File: config.mk
export PLATFORM = sky130hd
export DESIGN_NAME = store_buffer_flat
export DESIGN_NICKNAME = d
export VERILOG_FILES = /design/src/rtl/config_pkg.sv /design/src/rtl/store_buffer_if.sv /design/src/rtl/store_buffer.sv /design/src/flat_wrapper.sv
export SDC_FILE = /design/constraint.sdc
export NUM_CORES = 2
export LEC_CHECK = 0
export CAP_MARGIN = 10
export CORE_UTILIZATION = 25
export DETAILED_ROUTE_END_ITERATION = 8
export SETUP_SLACK_MARGIN = 0.02
export SLEW_MARGIN = 5
export SYNTH_ARGS = -nofsm -noshare
export SYNTH_HDL_FRONTEND = slang
export SYNTH_SLANG_ARGS = --single-unit
File: constraint.sdc
create_clock -name clk_i -period 21.1 [get_ports clk_i]
set_input_delay 3.165 -clock clk_i [delete_from_list [all_inputs] [get_ports clk_i]]
set_output_delay 3.165 -clock clk_i [all_outputs]
set_load 0.01 [all_outputs]
File: src/rtl/config_pkg.sv
// Shared core configuration: datapath widths and the LSU operation encoding.
package config_pkg;

    typedef struct packed {
        int unsigned XLEN;
        int unsigned PLEN;
    } cfg_t;

    localparam cfg_t EmptyCfg = '{XLEN: 64, PLEN: 40};

    typedef enum logic [3:0] {
        LsuLb, LsuLh, LsuLw, LsuLd, LsuLbu, LsuLhu, LsuLwu,
        LsuSb, LsuSh, LsuSw, LsuSd
    } lsu_op_e;

    // Access size in bytes for both load and store encodings.
    function automatic logic [3:0] op_size(lsu_op_e op);
        case (op)
            LsuLb, LsuLbu, LsuSb: return 4'd1;
            LsuLh, LsuLhu, LsuSh: return 4'd2;
            LsuLw, LsuLwu, LsuSw: return 4'd4;
            default:              return 4'd8;
        endcase
    endfunction

endpackage

File: src/rtl/store_buffer_if.sv
// Pipeline-facing bundle of the store buffer: allocation, fill, commit, forwarding, drain.
interface store_buffer_if #(
    parameter config_pkg::cfg_t Cfg           = config_pkg::EmptyCfg,
    parameter int unsigned      SB_IDX_WIDTH  = 4,
    parameter int unsigned      ROB_IDX_WIDTH = 6
);
    logic                         flush_i;

    logic                         alloc_valid_i;
    logic                         alloc_ready_o;
    logic [SB_IDX_WIDTH-1:0]      alloc_id_o;

    logic                         ex_valid_i;
    logic [SB_IDX_WIDTH-1:0]      ex_sb_id_i;
    logic [Cfg.PLEN-1:0]          ex_addr_i;
    logic [Cfg.XLEN-1:0]          ex_data_i;
    config_pkg::lsu_op_e          ex_op_i;
    logic [ROB_IDX_WIDTH-1:0]     ex_rob_idx_i;

    logic                         commit_valid_i;
    logic [ROB_IDX_WIDTH-1:0]     rob_head_i;

    logic [Cfg.PLEN-1:0]          load_addr_i;
    logic [ROB_IDX_WIDTH-1:0]     load_rob_idx_i;
    config_pkg::lsu_op_e          load_op_i;
    logic                         load_hit_o;
    logic [Cfg.XLEN-1:0]          load_data_o;

    logic                         dc_req_valid_o;
    logic                         dc_req_ready_i;
    logic [Cfg.PLEN-1:0]          dc_req_addr_o;
    logic [Cfg.XLEN-1:0]          dc_req_data_o;
    config_pkg::lsu_op_e          dc_req_op_o;

    logic                         empty_o;

    modport slave (
        input  flush_i, alloc_valid_i, ex_valid_i, ex_sb_id_i, ex_addr_i, ex_data_i, ex_op_i,
               ex_rob_idx_i, commit_valid_i, rob_head_i, load_addr_i, load_rob_idx_i,
               load_op_i, dc_req_ready_i,
        output alloc_ready_o, alloc_id_o, load_hit_o, load_data_o, dc_req_valid_o,
               dc_req_addr_o, dc_req_data_o, dc_req_op_o, empty_o
    );

    modport master (
        output flush_i, alloc_valid_i, ex_valid_i, ex_sb_id_i, ex_addr_i, ex_data_i, ex_op_i,
               ex_rob_idx_i, commit_valid_i, rob_head_i, load_addr_i, load_rob_idx_i,
               load_op_i, dc_req_ready_i,
        input  alloc_ready_o, alloc_id_o, load_hit_o, load_data_o, dc_req_valid_o,
               dc_req_addr_o, dc_req_data_o, dc_req_op_o, empty_o
    );

endinterface

File: src/rtl/store_buffer.sv
// Circular store buffer: in-order allocation, out-of-order fill, in-order commit and
// D-cache drain, with store-to-load forwarding from older filled or committed stores.
module store_buffer #(
    parameter config_pkg::cfg_t Cfg           = config_pkg::EmptyCfg,
    parameter int unsigned      SB_DEPTH      = 16,
    parameter int unsigned      SB_IDX_WIDTH  = $clog2(SB_DEPTH),
    parameter int unsigned      ROB_IDX_WIDTH = 6
) (
    input logic           clk_i,
    input logic           rst_i,
    store_buffer_if.slave sb
);
    localparam int unsigned XLEN = Cfg.XLEN;
    localparam int unsigned PLEN = Cfg.PLEN;

    localparam logic [1:0] StFree      = 2'd0;
    localparam logic [1:0] StAlloc     = 2'd1;
    localparam logic [1:0] StFilled    = 2'd2;
    localparam logic [1:0] StCommitted = 2'd3;

    typedef logic [SB_IDX_WIDTH-1:0]  idx_t;
    typedef logic [SB_IDX_WIDTH:0]    cnt_t;
    typedef logic [ROB_IDX_WIDTH-1:0] rob_t;

    localparam cnt_t DepthCnt = cnt_t'(SB_DEPTH);

    logic [1:0]          state_q [SB_DEPTH];
    logic [1:0]          state_d [SB_DEPTH];
    logic [PLEN-1:0]     addr_q  [SB_DEPTH];
    logic [XLEN-1:0]     data_q  [SB_DEPTH];
    config_pkg::lsu_op_e op_q    [SB_DEPTH];
    rob_t                rob_q   [SB_DEPTH];

    idx_t head_q, head_d;
    idx_t cptr_q, cptr_d;
    idx_t tail_q, tail_d;
    cnt_t count_q, count_d;
    cnt_t ccnt_q, ccnt_d;  // committed-but-not-drained entries

    logic alloc_fire, fill_fire, commit_fire, drain_fire;

    assign sb.alloc_ready_o  = (count_q < DepthCnt) && !sb.flush_i;
    assign sb.alloc_id_o     = tail_q;
    assign sb.empty_o        = (count_q == '0);

    assign sb.dc_req_valid_o = (state_q[head_q] == StCommitted);
    assign sb.dc_req_addr_o  = addr_q[head_q];
    assign sb.dc_req_data_o  = data_q[head_q];
    assign sb.dc_req_op_o    = op_q[head_q];

    assign alloc_fire  = sb.alloc_valid_i && sb.alloc_ready_o;
    assign fill_fire   = sb.ex_valid_i && !sb.flush_i && (state_q[sb.ex_sb_id_i] == StAlloc);
    assign commit_fire = sb.commit_valid_i && (ccnt_q < count_q);
    assign drain_fire  = sb.dc_req_valid_o && sb.dc_req_ready_i;

    always_comb begin
        for (int i = 0; i < SB_DEPTH; i++) begin
            state_d[i] = state_q[i];
        end
        if (drain_fire) state_d[head_q] = StFree;
        if (fill_fire) state_d[sb.ex_sb_id_i] = StFilled;
        if (commit_fire) state_d[cptr_q] = StCommitted;
        if (alloc_fire) state_d[tail_q] = StAlloc;
        // Commit has already been folded in, so only speculative entries are dropped.
        if (sb.flush_i) begin
            for (int i = 0; i < SB_DEPTH; i++) begin
                if (state_d[i] == StAlloc || state_d[i] == StFilled) state_d[i] = StFree;
            end
        end
    end

    always_comb begin
        head_d  = drain_fire ? head_q + idx_t'(1) : head_q;
        cptr_d  = commit_fire ? cptr_q + idx_t'(1) : cptr_q;
        tail_d  = alloc_fire ? tail_q + idx_t'(1) : tail_q;

        count_d = count_q;
        if (alloc_fire && !drain_fire) begin
            count_d = count_q + cnt_t'(1);
        end else if (!alloc_fire && drain_fire) begin
            count_d = count_q - cnt_t'(1);
        end

        ccnt_d = ccnt_q;
        if (commit_fire && !drain_fire) begin
            ccnt_d = ccnt_q + cnt_t'(1);
        end else if (!commit_fire && drain_fire) begin
            ccnt_d = ccnt_q - cnt_t'(1);
        end

        if (sb.flush_i) begin
            tail_d  = cptr_d;
            count_d = ccnt_d;
        end
    end

    always_ff @(posedge clk_i) begin
        if (rst_i) begin
            for (int i = 0; i < SB_DEPTH; i++) begin
                state_q[i] <= StFree;
            end
            head_q  <= '0;
            cptr_q  <= '0;
            tail_q  <= '0;
            count_q <= '0;
            ccnt_q  <= '0;
        end else begin
            for (int i = 0; i < SB_DEPTH; i++) begin
                state_q[i] <= state_d[i];
            end
            head_q  <= head_d;
            cptr_q  <= cptr_d;
            tail_q  <= tail_d;
            count_q <= count_d;
            ccnt_q  <= ccnt_d;
        end
    end

    // Payload is only meaningful once the state says FILLED, so it needs no reset.
    always_ff @(posedge clk_i) begin
        if (fill_fire) begin
            addr_q[sb.ex_sb_id_i] <= sb.ex_addr_i;
            data_q[sb.ex_sb_id_i] <= sb.ex_data_i;
            op_q[sb.ex_sb_id_i]   <= sb.ex_op_i;
            rob_q[sb.ex_sb_id_i]  <= sb.ex_rob_idx_i;
        end
    end

    // Forwarding: scan oldest to youngest so the last match is the youngest older store.
    logic       match;
    idx_t       match_idx;
    idx_t       e;
    rob_t       load_age;
    rob_t       entry_age;
    logic       cand;
    logic [3:0] st_size;
    logic       fwd_hit;
    logic [XLEN-1:0] fwd_data;

    always_comb begin
        match     = 1'b0;
        match_idx = '0;
        e         = '0;
        entry_age = '0;
        cand      = 1'b0;
        load_age  = sb.load_rob_idx_i - sb.rob_head_i;
        for (int i = 0; i < SB_DEPTH; i++) begin
            e         = head_q + idx_t'(i);
            entry_age = rob_q[e] - sb.rob_head_i;
            cand      = (state_q[e] == StCommitted) ||
                        ((state_q[e] == StFilled) && (entry_age < load_age));
            if (cand && (addr_q[e] == sb.load_addr_i)) begin
                match     = 1'b1;
                match_idx = e;
            end
        end

        st_size  = config_pkg::op_size(op_q[match_idx]);
        fwd_hit  = match && (st_size >= config_pkg::op_size(sb.load_op_i));
        fwd_data = '0;
        if (fwd_hit) begin
            for (int b = 0; b < XLEN / 8; b++) begin
                if (b < int'(st_size)) fwd_data[b*8 +: 8] = data_q[match_idx][b*8 +: 8];
            end
        end
    end

    assign sb.load_hit_o  = fwd_hit;
    assign sb.load_data_o = fwd_data;

    commit_needs_filled: assert property (
        @(posedge clk_i) disable iff (rst_i)
        sb.commit_valid_i |-> (state_q[cptr_q] == StFilled)
    );

endmodule
File: src/flat_wrapper.sv
// flat-port wrapper written by rule: the top's interface ports become plain ports
module store_buffer_flat 
#(
    parameter config_pkg::cfg_t Cfg           = config_pkg::EmptyCfg,
    parameter int unsigned      SB_DEPTH      = 16,
    parameter int unsigned      SB_IDX_WIDTH  = $clog2(SB_DEPTH),
    parameter int unsigned      ROB_IDX_WIDTH = 6
)
  (clk_i, rst_i, sb_flush_i, sb_alloc_valid_i, sb_ex_valid_i, sb_ex_sb_id_i, sb_ex_addr_i, sb_ex_data_i, sb_ex_op_i, sb_ex_rob_idx_i, sb_commit_valid_i, sb_rob_head_i, sb_load_addr_i, sb_load_rob_idx_i, sb_load_op_i, sb_dc_req_ready_i, sb_alloc_ready_o, sb_alloc_id_o, sb_load_hit_o, sb_load_data_o, sb_dc_req_valid_o, sb_dc_req_addr_o, sb_dc_req_data_o, sb_dc_req_op_o, sb_empty_o);
  store_buffer_if #(.Cfg(Cfg), .SB_IDX_WIDTH(SB_IDX_WIDTH), .ROB_IDX_WIDTH(ROB_IDX_WIDTH)) sb_i ();
  input logic clk_i;
  input logic rst_i;
  input wire logic [$bits(sb_i.flush_i)-1:0] sb_flush_i;
  input wire logic [$bits(sb_i.alloc_valid_i)-1:0] sb_alloc_valid_i;
  input wire logic [$bits(sb_i.ex_valid_i)-1:0] sb_ex_valid_i;
  input wire logic [$bits(sb_i.ex_sb_id_i)-1:0] sb_ex_sb_id_i;
  input wire logic [$bits(sb_i.ex_addr_i)-1:0] sb_ex_addr_i;
  input wire logic [$bits(sb_i.ex_data_i)-1:0] sb_ex_data_i;
  input wire logic [$bits(sb_i.ex_op_i)-1:0] sb_ex_op_i;
  input wire logic [$bits(sb_i.ex_rob_idx_i)-1:0] sb_ex_rob_idx_i;
  input wire logic [$bits(sb_i.commit_valid_i)-1:0] sb_commit_valid_i;
  input wire logic [$bits(sb_i.rob_head_i)-1:0] sb_rob_head_i;
  input wire logic [$bits(sb_i.load_addr_i)-1:0] sb_load_addr_i;
  input wire logic [$bits(sb_i.load_rob_idx_i)-1:0] sb_load_rob_idx_i;
  input wire logic [$bits(sb_i.load_op_i)-1:0] sb_load_op_i;
  input wire logic [$bits(sb_i.dc_req_ready_i)-1:0] sb_dc_req_ready_i;
  output wire logic [$bits(sb_i.alloc_ready_o)-1:0] sb_alloc_ready_o;
  output wire logic [$bits(sb_i.alloc_id_o)-1:0] sb_alloc_id_o;
  output wire logic [$bits(sb_i.load_hit_o)-1:0] sb_load_hit_o;
  output wire logic [$bits(sb_i.load_data_o)-1:0] sb_load_data_o;
  output wire logic [$bits(sb_i.dc_req_valid_o)-1:0] sb_dc_req_valid_o;
  output wire logic [$bits(sb_i.dc_req_addr_o)-1:0] sb_dc_req_addr_o;
  output wire logic [$bits(sb_i.dc_req_data_o)-1:0] sb_dc_req_data_o;
  output wire logic [$bits(sb_i.dc_req_op_o)-1:0] sb_dc_req_op_o;
  output wire logic [$bits(sb_i.empty_o)-1:0] sb_empty_o;
  assign sb_i.flush_i = sb_flush_i;
  assign sb_i.alloc_valid_i = sb_alloc_valid_i;
  assign sb_i.ex_valid_i = sb_ex_valid_i;
  assign sb_i.ex_sb_id_i = sb_ex_sb_id_i;
  assign sb_i.ex_addr_i = sb_ex_addr_i;
  assign sb_i.ex_data_i = sb_ex_data_i;
  assign sb_i.ex_op_i = sb_ex_op_i;
  assign sb_i.ex_rob_idx_i = sb_ex_rob_idx_i;
  assign sb_i.commit_valid_i = sb_commit_valid_i;
  assign sb_i.rob_head_i = sb_rob_head_i;
  assign sb_i.load_addr_i = sb_load_addr_i;
  assign sb_i.load_rob_idx_i = sb_load_rob_idx_i;
  assign sb_i.load_op_i = sb_load_op_i;
  assign sb_i.dc_req_ready_i = sb_dc_req_ready_i;
  assign sb_alloc_ready_o = sb_i.alloc_ready_o;
  assign sb_alloc_id_o = sb_i.alloc_id_o;
  assign sb_load_hit_o = sb_i.load_hit_o;
  assign sb_load_data_o = sb_i.load_data_o;
  assign sb_dc_req_valid_o = sb_i.dc_req_valid_o;
  assign sb_dc_req_addr_o = sb_i.dc_req_addr_o;
  assign sb_dc_req_data_o = sb_i.dc_req_data_o;
  assign sb_dc_req_op_o = sb_i.dc_req_op_o;
  assign sb_empty_o = sb_i.empty_o;
  store_buffer #(.Cfg(Cfg), .SB_DEPTH(SB_DEPTH), .SB_IDX_WIDTH(SB_IDX_WIDTH), .ROB_IDX_WIDTH(ROB_IDX_WIDTH)) u_core (.clk_i(clk_i), .rst_i(rst_i), .sb(sb_i));
endmodule
==> results by stage <==
Run status:
- The run finished, with violations left.
- The checks that failed: max-capacitance violations, max-slew violations.

Clock network:
- The clock-pin transition on the worst setup and hold timing paths is 0.06 ns.
- Clock tree synthesis inserted a total of about 220 buffers.
- The master cell of the clock root buffer is sky130_fd_sc_hd__clkbuf_16.
- The clock net in this run drives a total of 1882 sinks.
- The H-tree level count is 4.
- Post-CTS timing repair inserted 0 buffers for setup.
- For the worst-skew pair, the clock arrives at the later sink with an insertion delay of 1.02 ns.
- The clock passes through at most 4 buffers.
- The hold-fix buffer count after cts is 0.
- Post-CTS repair changed the size of 0 cells.
- The TritonCTS clock tree is built.

Timing:
- The total of endpoints with negative setup slack in the final report is 0.
- The final number of hold-violating endpoints came to 0.
- The worst path in the final design needs a cycle of between 15 and 20 ns, including I/O delays and setup.
- Derived from the worst setup path, the maximum achievable clock frequency is between 0.05 and 0.06 GHz.
- The final clock skew is between 0.05 and 0.06 ns.
- The total negative setup slack is 0 ns.
- The max-slew violation count is 8.
- Setup repair after global routing left no endpoint under its margin.
- The final setup slack of the worst path is 2.09 ns.
- For the pin with the worst max-slew slack, the measured transition is 1.55 ns.
- The period utilization is 90.1%.
- The worst pin sits at a relative slew slack of -4.23%.
- The hold slack is 0.586 ns.

Critical path:
- The worst-case register-to-register setup slack is 15.14 ns.
- The family of cells with the greatest summed delay on the critical path is compound AO/OA/AOI/OAI gates.
- In this design, the stage delay of the slowest critical-path cell is approximately 1.1 ns.
- STA puts the critical path data arrival time at approximately 16 ns.
- The data required time at the worst endpoint is roughly 18 ns.
- The critical path contains buffers and inverters numbering 9 combined.
- For this design, the slowest cell found on the critical path is sky130_fd_sc_hd__ha_4.
- The worst setup path is launched from a register.
- In this run the worst path has a maximum fanout of 89.
- The critical path in this run is classified as register to primary output.
- STA classifies the critical path endpoint as a primary output.

Synth:
- The netlist area before placement is 147000 sq um.
- The synthesized design spends more area on one cell type than any other, namely sky130_fd_sc_hd__edfxtp_1.
- The portion of the post-synthesis area used by sequential elements is 38.1%.
- After synthesis, the netlist uses 117 different library cells.
- The share of the synthesized area in the top cell type is between 30 and 40%.
- The post-synthesis instance total is 10815.
- The synthesis-stage register bit count is 1882.
- The Yosys warning count is 0.
- The net count after synthesis is roughly 11000.
- The mean area per synthesized cell is roughly 14 sq um.
- By area the synthesized netlist is led by sky130_fd_sc_hd__edfxtp_1 37%, sky130_fd_sc_hd__mux4_2 27%, sky130_fd_sc_hd__mux2i_1 7.4%.
- Counting flops with a built-in enable in the synthesized netlist gives 1824.
- In the synthesized netlist the dominant register cell turns out to be sky130_fd_sc_hd__edfxtp_1.
- The async set-or-reset flop fraction in the synthesized netlist is 0%.

Global route:
- The via count of the first global-routing pass is ~110k.
- The number of antenna violations at the first check in global routing came to 182.
- After global routing the overflow that remains totals 0.
- The global-route usage over all layers is 27.1%.
- Entering global routing, the biggest net connects 179 pins.
- The first global-routing pass estimated around 1100000 um of wire.

Finish:
- The signed area change from the synthesized netlist to the final layout is 14.1%.
- The final standard cell area without fillers is around 170000 sq um.
- At the end of the flow, the number of nets in the layout was 11220.
- The utilization after layout is roughly 29%.
- The filler cells instantiated in the layout total around 60000.
- The layout cell share with drive strength beyond 1 is 27.6%.

Min path:
- The tightest min-delay check is of the register to register type.

Detailed routing:
- Once detail routing completed, the nets flagged for antenna violations numbered 0.
- For this run, design rule violations remaining after detail routing come to 0.
- The mean number of vias per cell is between 6 and 7.
- The total iterations of the first detailed-routing run is 8.
- The total wire length is 834000 um.
- The final routed wire length divided by cell count is 44.2 um.
- The via count is 121120.
- The first-iteration detailed-routing DRC count is 20905.

Floorplanning:
- The initial core utilization is between 20% and 30%.
- The core region is 585000 sq um.
- The die outline area is 591000 sq um.
- The floorplan has between 200 and 300 rows.
- The overall die height is 769 um.
- The number of primary I/O pins is 361.
- The floorplan step set the die width to 769 um.

Power and ir drop:
- Power spread over the standard cell area amounts to between 50 and 60 nW/um^2.
- The worst supply voltage drop on vdd is 0.0878 mV.
- The analysis attributes to cell leakage a power of 50.7 nW.

Placement:
- The setup slack at placement is 2.75 ns.
- The wire-length estimate of the detail-placed layout is 604000 um.
- The count of buffers added on input and output ports is 360.
- At the end of routability-driven placement, the weighted congestion stood at 1.14.
- The post-placement cell area is 160000 sq um.

Flow run:
- The number of violations of the max-capacitance limit is 2.
flip-flops by register name (all words and copies together), names as in the netlist, named ones only:
signal and flops:
u_core.rob_q 96, u_core.state_q 32, u_core.count_q 5, u_core.op_q 64, u_core.sb.alloc_id_o 4, u_core.data_q 1024
u_core.addr_q 640, u_core.head_q 4, u_core.ccnt_q 5, u_core.cptr_q 4
layer usage:
layer	GRT usage (%)	part of all wire [%]	vias up
met5	0	0.089	-
met4	17.5	8.0	96
met3	9.57	13	2076
met2	38.8	42	10085
met1	34.4	38	63611
li1	-	-	45252
power by group:
part	leakage, nW	switching [mW]	total (mW)	internal (mW)
clock	3.52	1.72	3.92	2.20
sequential	16.9	0.0194	4.13	4.11
combinational	30.3	0.826	1.20	0.370
total	50.7	2.57	9.25	6.68
cell families (layout without fill, tap and decap cells):
family / after synthesis / in the layout / share of synthesized area [%]
mux: 3070 / 3070 / 36.3
simple gates: 1924 / 1924 / 6.86
flops: 1882 / 1882 / 38.1
compound gates: 1820 / 1820 / 8.87
buf+inv: 1217 / 1401 / 3.81
xor+xnor: 677 / 677 / 4.06
fa+ha+maj: 225 / 225 / 2.01
other cells: 0 / 90 / 0
cell type report:
type                            count  area (sq um)  share of cell area (%)
Antenna cell                       90           225                   0.134
Clock buffer                      252          5560                    3.32
Clock inverter                    151          1690                    1.01
Inverter                          165           752                   0.449
Multi-Input combinational cell   7716         86200                    51.4
Sequential cell                  1882         56000                    33.4
Tap cell                         7782          9740                    5.81
Timing Repair Buffer              833          7510                    4.48
placed cells by master, fill, tap and decap left out, drive strengths merged, types with 198 or more instances in the layout:
master         instances
edfxtp              1824
a21oi                310
and3                 256
ha                   206
xnor2                582
buf                  483
clkbuf               253
nand3                280
nor2                 249
clkdlybuf4s50        349
nand2                463
o21ai                198
mux2i               1093
a211oi               423
mux4                1788
nand4                228
synth_stat cells, types with 29 or more instances:
cell type	instances
sky130_fd_sc_hd__a2111oi_0	33
sky130_fd_sc_hd__a2111oi_2	29
sky130_fd_sc_hd__a211oi_1	422
sky130_fd_sc_hd__a21o_1	107
sky130_fd_sc_hd__a21oi_1	307
sky130_fd_sc_hd__a221oi_1	30
sky130_fd_sc_hd__a22oi_1	126
sky130_fd_sc_hd__a31oi_1	56
sky130_fd_sc_hd__and3_1	256
sky130_fd_sc_hd__buf_1	134
sky130_fd_sc_hd__buf_2	256
sky130_fd_sc_hd__buf_4	119
sky130_fd_sc_hd__buf_6	34
sky130_fd_sc_hd__clkbuf_1	508
sky130_fd_sc_hd__dfxtp_1	58
sky130_fd_sc_hd__edfxtp_1	1824
sky130_fd_sc_hd__ha_1	206
sky130_fd_sc_hd__inv_1	144
sky130_fd_sc_hd__mux2_2	187
sky130_fd_sc_hd__mux2i_1	1092
sky130_fd_sc_hd__mux4_2	1788
sky130_fd_sc_hd__nand2_1	463
sky130_fd_sc_hd__nand2b_1	50
sky130_fd_sc_hd__nand3_1	279
sky130_fd_sc_hd__nand4_1	227
sky130_fd_sc_hd__nor2_1	249
sky130_fd_sc_hd__nor2b_1	39
sky130_fd_sc_hd__nor3_1	107
sky130_fd_sc_hd__nor4_1	81
sky130_fd_sc_hd__o211ai_1	120
sky130_fd_sc_hd__o21ai_0	197
sky130_fd_sc_hd__o22ai_1	80
sky130_fd_sc_hd__xnor2_1	579
sky130_fd_sc_hd__xor2_1	93
worst register-to-register path: cells and delay by family (launching register included):
family	cells	cell delay, ns
buffers and inverters	5	3.09
AOI/OAI and AO/OA	4	1.11
and+or+nand+nor	3	0.71
DFF	1	0.56
worst paths after layout:
path / startpoint / cells after the start / endpoint
max reg2reg: u_core.state_q[9][0]$_SDFF_PP0_ / 12 / u_core.data_q[5][39]$_DFFE_PP_
max: u_core.head_q[1]$_SDFFE_PP0P_ / 37 / sb_load_data_o[27]
min reg2reg: u_core.ccnt_q[4]$_SDFF_PP0_ / 2 / u_core.ccnt_q[4]$_SDFF_PP0_
min: u_core.ccnt_q[4]$_SDFF_PP0_ / 2 / u_core.ccnt_q[4]$_SDFF_PP0_
metrics by stage:
step	power [mW]	instances
floorplan	4.75	10815
global placement	5.35	18374
detailed placement	5.35	18375
CTS	9.25	18778
global route	9.42	18788
finish	9.25	18871
(Power assumes the default switching activity.)
